==> src/rtl/bcd_countdown_timer_pkg.sv <==
// Shared definitions for the two-digit BCD countdown timer: state encoding,
// BCD digit limit, default prescale ratio and the load-digit clamp.
package bcd_countdown_timer_pkg;

  typedef enum logic [1:0] {
    ST_IDLE = 2'd0,
    ST_RUN  = 2'd1,
    ST_DONE = 2'd2
  } state_t;

  localparam logic [3:0] BCD_MAX             = 4'd9;
  localparam int         TICK_CYCLES_DEFAULT = 50_000_000;

  // Out-of-range load digits saturate to 9 so the outputs stay valid BCD.
  function automatic logic [3:0] clamp_bcd(input logic [3:0] digit);
    return (digit > BCD_MAX) ? BCD_MAX : digit;
  endfunction

endpackage

==> src/rtl/bcd_countdown_timer_tick_prescaler.sv <==
// Free-running cycle counter with clear and enable; asserts tick on the last
// enabled cycle of each TICK_CYCLES-long period.
module tick_prescaler #(
  parameter int TICK_CYCLES = 4
) (
  input  logic clk,
  input  logic reset,
  input  logic clear,
  input  logic enable,
  output logic tick
);

  localparam int                CNT_W = $clog2(TICK_CYCLES);
  localparam logic [CNT_W-1:0]  LAST  = CNT_W'(TICK_CYCLES - 1);

  logic [CNT_W-1:0] cnt;

  // NOTE: sequential state uses non-blocking assignments so every register
  // samples pre-edge values, regardless of block ordering in simulation.
  always_ff @(posedge clk) begin
    if (reset || clear) begin
      cnt <= '0;
    end else if (enable) begin
      if (cnt == LAST) cnt <= '0;
      else             cnt <= cnt + 1'b1;
    end
  end

  // Gated by enable so a paused counter sitting at LAST does not fire.
  assign tick = enable && (cnt == LAST);

endmodule

==> src/rtl/bcd_countdown_timer.sv <==
// Two-digit BCD countdown timer: loads 00-99, decrements once per prescaled
// tick, pulses Expired on reaching 00 and holds there until the next load.
module bcd_countdown_timer
  import bcd_countdown_timer_pkg::*;
#(
  parameter int TICK_CYCLES = TICK_CYCLES_DEFAULT
) (
  input  logic       Clock,
  input  logic       Reset,
  input  logic       Load,
  input  logic [3:0] LoadTens,
  input  logic [3:0] LoadOnes,
  input  logic       Enable,
  output logic [3:0] Tens,
  output logic [3:0] Ones,
  output logic       Running,
  output logic       Expired
);

  state_t     state;
  logic       tick;
  logic       count_en;
  logic [3:0] load_tens;
  logic [3:0] load_ones;

  assign load_tens = clamp_bcd(LoadTens);
  assign load_ones = clamp_bcd(LoadOnes);
  assign count_en  = Enable && (state == ST_RUN);

  tick_prescaler #(
    .TICK_CYCLES (TICK_CYCLES)
  ) u_prescaler (
    .clk    (Clock),
    .reset  (Reset),
    .clear  (Load),
    .enable (count_en),
    .tick   (tick)
  );

  always_ff @(posedge Clock) begin
    if (Reset) begin
      state   <= ST_IDLE;
      Tens    <= 4'd0;
      Ones    <= 4'd0;
      Running <= 1'b0;
      Expired <= 1'b0;
    end else begin
      Expired <= 1'b0;
      // Load has priority over a coincident tick: no decrement is applied.
      if (Load) begin
        Tens <= load_tens;
        Ones <= load_ones;
        if (load_tens == 4'd0 && load_ones == 4'd0) begin
          state   <= ST_DONE;
          Running <= 1'b0;
          Expired <= 1'b1;
        end else begin
          state   <= ST_RUN;
          Running <= 1'b1;
        end
      end else if (tick) begin
        if (Ones != 4'd0) begin
          Ones <= Ones - 4'd1;
        end else begin
          Ones <= BCD_MAX;
          Tens <= Tens - 4'd1;
        end
        // 01 is the last value counted from; the borrow path never sees 00.
        if (Tens == 4'd0 && Ones == 4'd1) begin
          state   <= ST_DONE;
          Running <= 1'b0;
          Expired <= 1'b1;
        end
      end
    end
  end

endmodule

==> config.mk <==
export PLATFORM = sky130hd
export DESIGN_NAME = bcd_countdown_timer
export DESIGN_NICKNAME = d
export VERILOG_FILES = /design/src/rtl/bcd_countdown_timer_pkg.sv /design/src/rtl/bcd_countdown_timer_tick_prescaler.sv /design/src/rtl/bcd_countdown_timer.sv
export SDC_FILE = /design/constraint.sdc
export NUM_CORES = 1
export LEC_CHECK = 0
export ABC_AREA = 1
export BUFFER_PORTS_ARGS = -buffer_cell sky130_fd_sc_hd__buf_2
export CAP_MARGIN = 10
export CORE_UTILIZATION = 50
export DETAILED_ROUTE_END_ITERATION = 8
export HOLD_SLACK_MARGIN = 0.02
export PLACE_DENSITY = 0.79
export SLEW_MARGIN = 15
export SYNTH_ARGS = -nofsm -noshare
export SYNTH_HDL_FRONTEND = slang
export SYNTH_SLANG_ARGS = --single-unit
==> constraint.sdc <==
create_clock -name Clock -period 4.85 [get_ports Clock]
set_clock_uncertainty 0.2 [all_clocks]
set_input_delay 0.7275 -clock Clock [delete_from_list [all_inputs] [get_ports Clock]]
set_output_delay 0.7275 -clock Clock [all_outputs]
set_load 0.05 [all_outputs]
; ---- Yosys cells after proc, flatten, opt, wreduce, memory -nomap -nowiden
; Cells that the tools add are included.
[word_totals]
ff_bits = 38
out_inout_bits = 10
word_cells = 49
[op_classes]
addsub = 3
order_cmp = 2
eq_ne = 4
n_mux = 21
reduce_logical = 13
[ops]
columns = cell, count
row1 = 2-to-1 mux 4 bit, 8
row2 = "adder 26 x 1 -> 26 bit, second input constant", 1
row3 = "== test 26 bit, second input constant", 1
row4 = 2-to-1 mux 26 bit, 1
row5 = logical NOT 4 bit, 3
row6 = "> comparator 4 bit, second input constant", 2
row7 = 2-to-1 mux 1 bit, 8
row8 = 2-to-1 mux 2 bit, 4
row9 = "subtractor 4 x 1 -> 4 bit, second input constant", 2
row10 = "== test 4 x 1 -> 1 bit, second input constant", 1
row11 = logical AND 1 bit, 4
row12 = AND reduction 2 bit, 2
row13 = nonzero test 2 bit, 2
row14 = nonzero test 4 bit, 1
row15 = "== test 2 x 1 -> 1 bit, second input constant", 1
row16 = "inequality test 2 bit, second input constant", 1
row17 = logical OR 1 bit, 1

; ---- Depth between registers and ports, before layout
[depth]
ltp_word = 6
ltp_mapped = 10

; ---- Hierarchy
; A second synthesis with hierarchy kept.
[unflattened]
hier_cells = 344
area_unflattened_um2 = 2247.2
[by_module_without_submodules]
columns = mod, n_inst, cells_per_inst, area_per_inst_um2, seq_area_each_um2
row1 = tick_prescaler, 1, 239, 1564.0, 520.5
row2 = bcd_countdown_timer, 1, 105, 683.2, 220.2

; ---- Least setup slack after synthesis
; OpenSTA, ideal clock, no wires.
[synth_timing]
path_kind = reg2reg
startpoint = register, netlist name Running
endpoint = register u_prescaler.cnt[16]
arrival_ps = 1579
required_ps = 4534
slack_ps = 2955
path_stages_with_launch = 8
path_buffers = 0
cell_sequence = dfxtp_1 nand2_2 nor2_8 nand2_2 nor3_4 nand2_1 xor2_1 nor2_1
[synth_lines]
columns = element, line_no
row1 = end signal: assignment, bcd_countdown_timer_tick_prescaler.sv:25  ; else cnt <= cnt + 1'b1;
row2 = end: declaration, bcd_countdown_timer_tick_prescaler.sv:16  ; logic [CNT_W-1:0] cnt;

; ---- Final worst setup path
[layout_timing]
startpoint = register Ones[0]
endpoint = output Ones[0]
[layout_lines]
columns = element, line_no
row1 = start: declaration, bcd_countdown_timer.sv:15  ; output logic [3:0] Ones,
row2 = start signal: assignment, bcd_countdown_timer.sv:52  ; Ones <= load_ones;
row3 = start signal: assignment, bcd_countdown_timer.sv:63  ; Ones <= Ones - 4'd1;
; No word-level cell between the ends.

==> flow_summary.ini <==
[synth]
synth_cell_types = 33
yosysSeqAreaShare_pct = 34.5
avgSynthCellArea_um2 = 6.71
synth_fa_ha_area_share_pct = 1.17
yosys-mux-area-fraction_pct = 0
synth-edff-count = 0
yosysWarnings = 0
syn_area_mm2 = 0.00215
ys_async_sr_fraction_pct = 0
synth_xor_area_share_pct = 4.49
synth_fp_nets = 334
synthCells = 320
yosys.area_share.simple_pct = 44.8
synth-main-ff-cell = dfxtp_1
synth_top_family_by_area = simple AND/OR/NAND/NOR gates
synth_compound_area_share_pct = 6.35
ys_ff_latch = 37

[power_and_ir_drop]
power_density_mw_per_mm2 = 255
power.leakage_nw = 1.01
vdd_drop_max_v = 0.000192
clkPwrFrac_pct = 33.4
combPwrFrac_pct = 13.9
p_int_uw = 435
switchingPower_uw = 171
p_sw_share_pct = 28.2
p_seq_share_pct = 52.7

[cells_and_area]
fillers = 395
finalInstanceArea_mm2 = 0.00238
syn_to_final_growth_pct = 10.8
utilization_pct = 58.6
diodes = 0
mostFrequentLayoutCells = 72 x nand2_1, 62 x nor2_1, 43 x inv_1
drive_above_1_share_pct = 15.0
nNetsFinal = 359
layout_commonest_cell = nand2_1

[drt]
wl_um = 4550
drcViolationCount = 0
firstDrtPassIters = 4
vias = 1997
ant_nets = 0
wl_per_cell_um = 11.5
avgViaCountPerCell = 5.04
drtIter0Drc = 119

[floorplanning]
die_area_mm2 = 0.00456
rows = 23
chipWidth_um = 67.5
dieHeight_um = 67.5
ios = 22
core_area_mm2 = 0.00406
start_util_pct = 52.9

[critical_path]
setup.worst_path.start = Ones[0]$_SDFFE_PP0P_
r2r-start = u_prescaler.cnt[0]$_SDFFE_PP0P_
reg2reg_depth = 8
path_cells = buf_2
max_stage_delay_ns = 0.44
path_max_fanout = 6
regToRegSetupSlack_ns = 2.93
worst_ep_arrival_time_ns = 1.03
path_buf_inv = 1
worst-path-stages = 1
worst_setup_path_start_kind = flop
cp_slowest_cell = dfxtp_1
endpoint_kind = primary output
critPathKind = flop to primary output
critPathTopFamily = flip-flops
endpoint = Ones[0]
worstPathRequired_ns = 3.92
worstReg2RegEnd = u_prescaler.cnt[22]$_SDFFE_PP0P_

[global_routing]
grt.overflow.total = 0
track_usage_pct = 23.7
grt_max_degree = 17
grt_pass1_vias = 1857
grt_first_pass_wirelength_um = 8110
antenna_found_initial = 0

[timing]
finalHoldViolCount = 0
rsz0062_at_grt = no
worst_slew_pin_slew_ns = 0.377
fmax_mhz = 510
tns_ns = 0
worst_slew_margin_rel_pct = 74.6
period_minus_slack_ns = 1.96
period_share_pct = 40.4
setup_viol = 0
final_max_slew_viol_count = 0
worst_hold_slack_ns = 0.306

[min_path]
holdCritStartpoint = u_prescaler.cnt[20]$_SDFFE_PP0P_
hold_class = flop to flop

[placed_design]
dpl.hpwl_um = 3560
numPortBuffers = 21
place_area_mm2 = 0.00230
gp_congestion = 0.870

[clock_network]
h-tree-depth = 2
root_buffer = clkbuf_8
cts_sinks = 37
cts_made_buffers = 5
cts_max_path_buffers = 2
post_cts_buffers = 0
hold_buffers = 0
clk_pin_slew_ns = 0.07
cts_resized = 0
clock_latency_ns = 0.28
cts_tree = built

[run_status]
status = finished, final reports clean

[flow_run]
max_cap_violations = 0
## final cells by class
cell class | instances | area (um^2) | share of cell area, %
clock inverters | 2 | 10.0 | 0.421
multi-input cells | 235 | 1220 | 51.2
flip-flops and latches | 37 | 741 | 31.1
inverters | 45 | 169 | 7.10
repair buffers | 21 | 105 | 4.42
well taps | 50 | 62.6 | 2.63
clock buffers | 6 | 72.6 | 3.05
## flip-flops by register name, summed over array words and instances, names as in the netlist
name and flops:
u_prescaler.cnt 26, Ones 4, Tens 4, Expired 1, Running 1, state 1
## worst min-delay path by stage
stage	endpoint	slack [ns]	cells past startpoint
6_report	u_prescaler.cnt[20]$_SDFFE_PP0P_	0.31	2
5_1_grt	u_prescaler.cnt[10]$_SDFFE_PP0P_	0.34	2
2_1_floorplan	u_prescaler.cnt[20]$_SDFFE_PP0P_	0.26	2
3_5_place_dp	u_prescaler.cnt[10]$_SDFFE_PP0P_	0.30	2
4_1_cts	u_prescaler.cnt[10]$_SDFFE_PP0P_	0.31	2
3_3_place_gp	u_prescaler.cnt[10]$_SDFFE_PP0P_	0.29	2
## layer usage
layer	global-route usage, %	part of all wire, %	wire [um]
met1	29.4	48	2170
met2	40.5	47	2150
met4	7.71	0.97	44
met5	0	0	0
met3	4.73	3.8	174
## synthesized netlist by cell type, types with 2 or more instances
library cell	count	area, um^2
a21oi_1	9	45.0
a31oi_1	3	18.8
clkbuf_1	2	7.51
dfxtp_1	37	741
ha_1	2	25.0
inv_1	43	161
inv_2	2	7.51
nand2_1	72	270
nand2_2	3	18.8
nand2_4	2	22.5
nand3_1	17	85.1
nand3_2	6	60.1
nand3b_1	2	15.0
nand4_1	7	43.8
nor2_1	62	233
nor2_2	2	12.5
nor2_4	2	22.5
nor3_1	10	50.1
nor3_2	4	40.0
nor3b_1	2	15.0
o21ai_0	10	50.1
xnor2_1	2	17.5
xor2_1	9	78.8
## power groups by stage
stage,clock network (mW),registers (mW),logic [mW]
after global routing,0.224,0.321,0.0936
after floorplan,0,0.346,0.0428
after global placement,0,0.327,0.0830
final,0.203,0.320,0.0842
after detailed placement,0,0.327,0.0844
after CTS,0.212,0.320,0.0847
## cell families (layout without fill, tap and decap cells)
kind of cell             count (synthesis)  count (layout)
AO/OA/AOI/OAI                           25              25
XOR/XNOR                                11              11
adder cells (fa/ha/maj)                  2               2
buffers and inverters                   48              74
flip-flops                              37              37
AND/OR/NAND/NOR                        197             197
## stage by stage
step / worst slack [ns] / power (mW) / instances
detailed placement: 2.81 / 0.411 / 388
finish: 2.89 / 0.607 / 396
floorplan: 2.95 / 0.389 / 320
global placement: 2.84 / 0.410 / 388
CTS: 2.86 / 0.616 / 396
global route: 2.73 / 0.638 / 396
(Power assumes the default switching activity.)
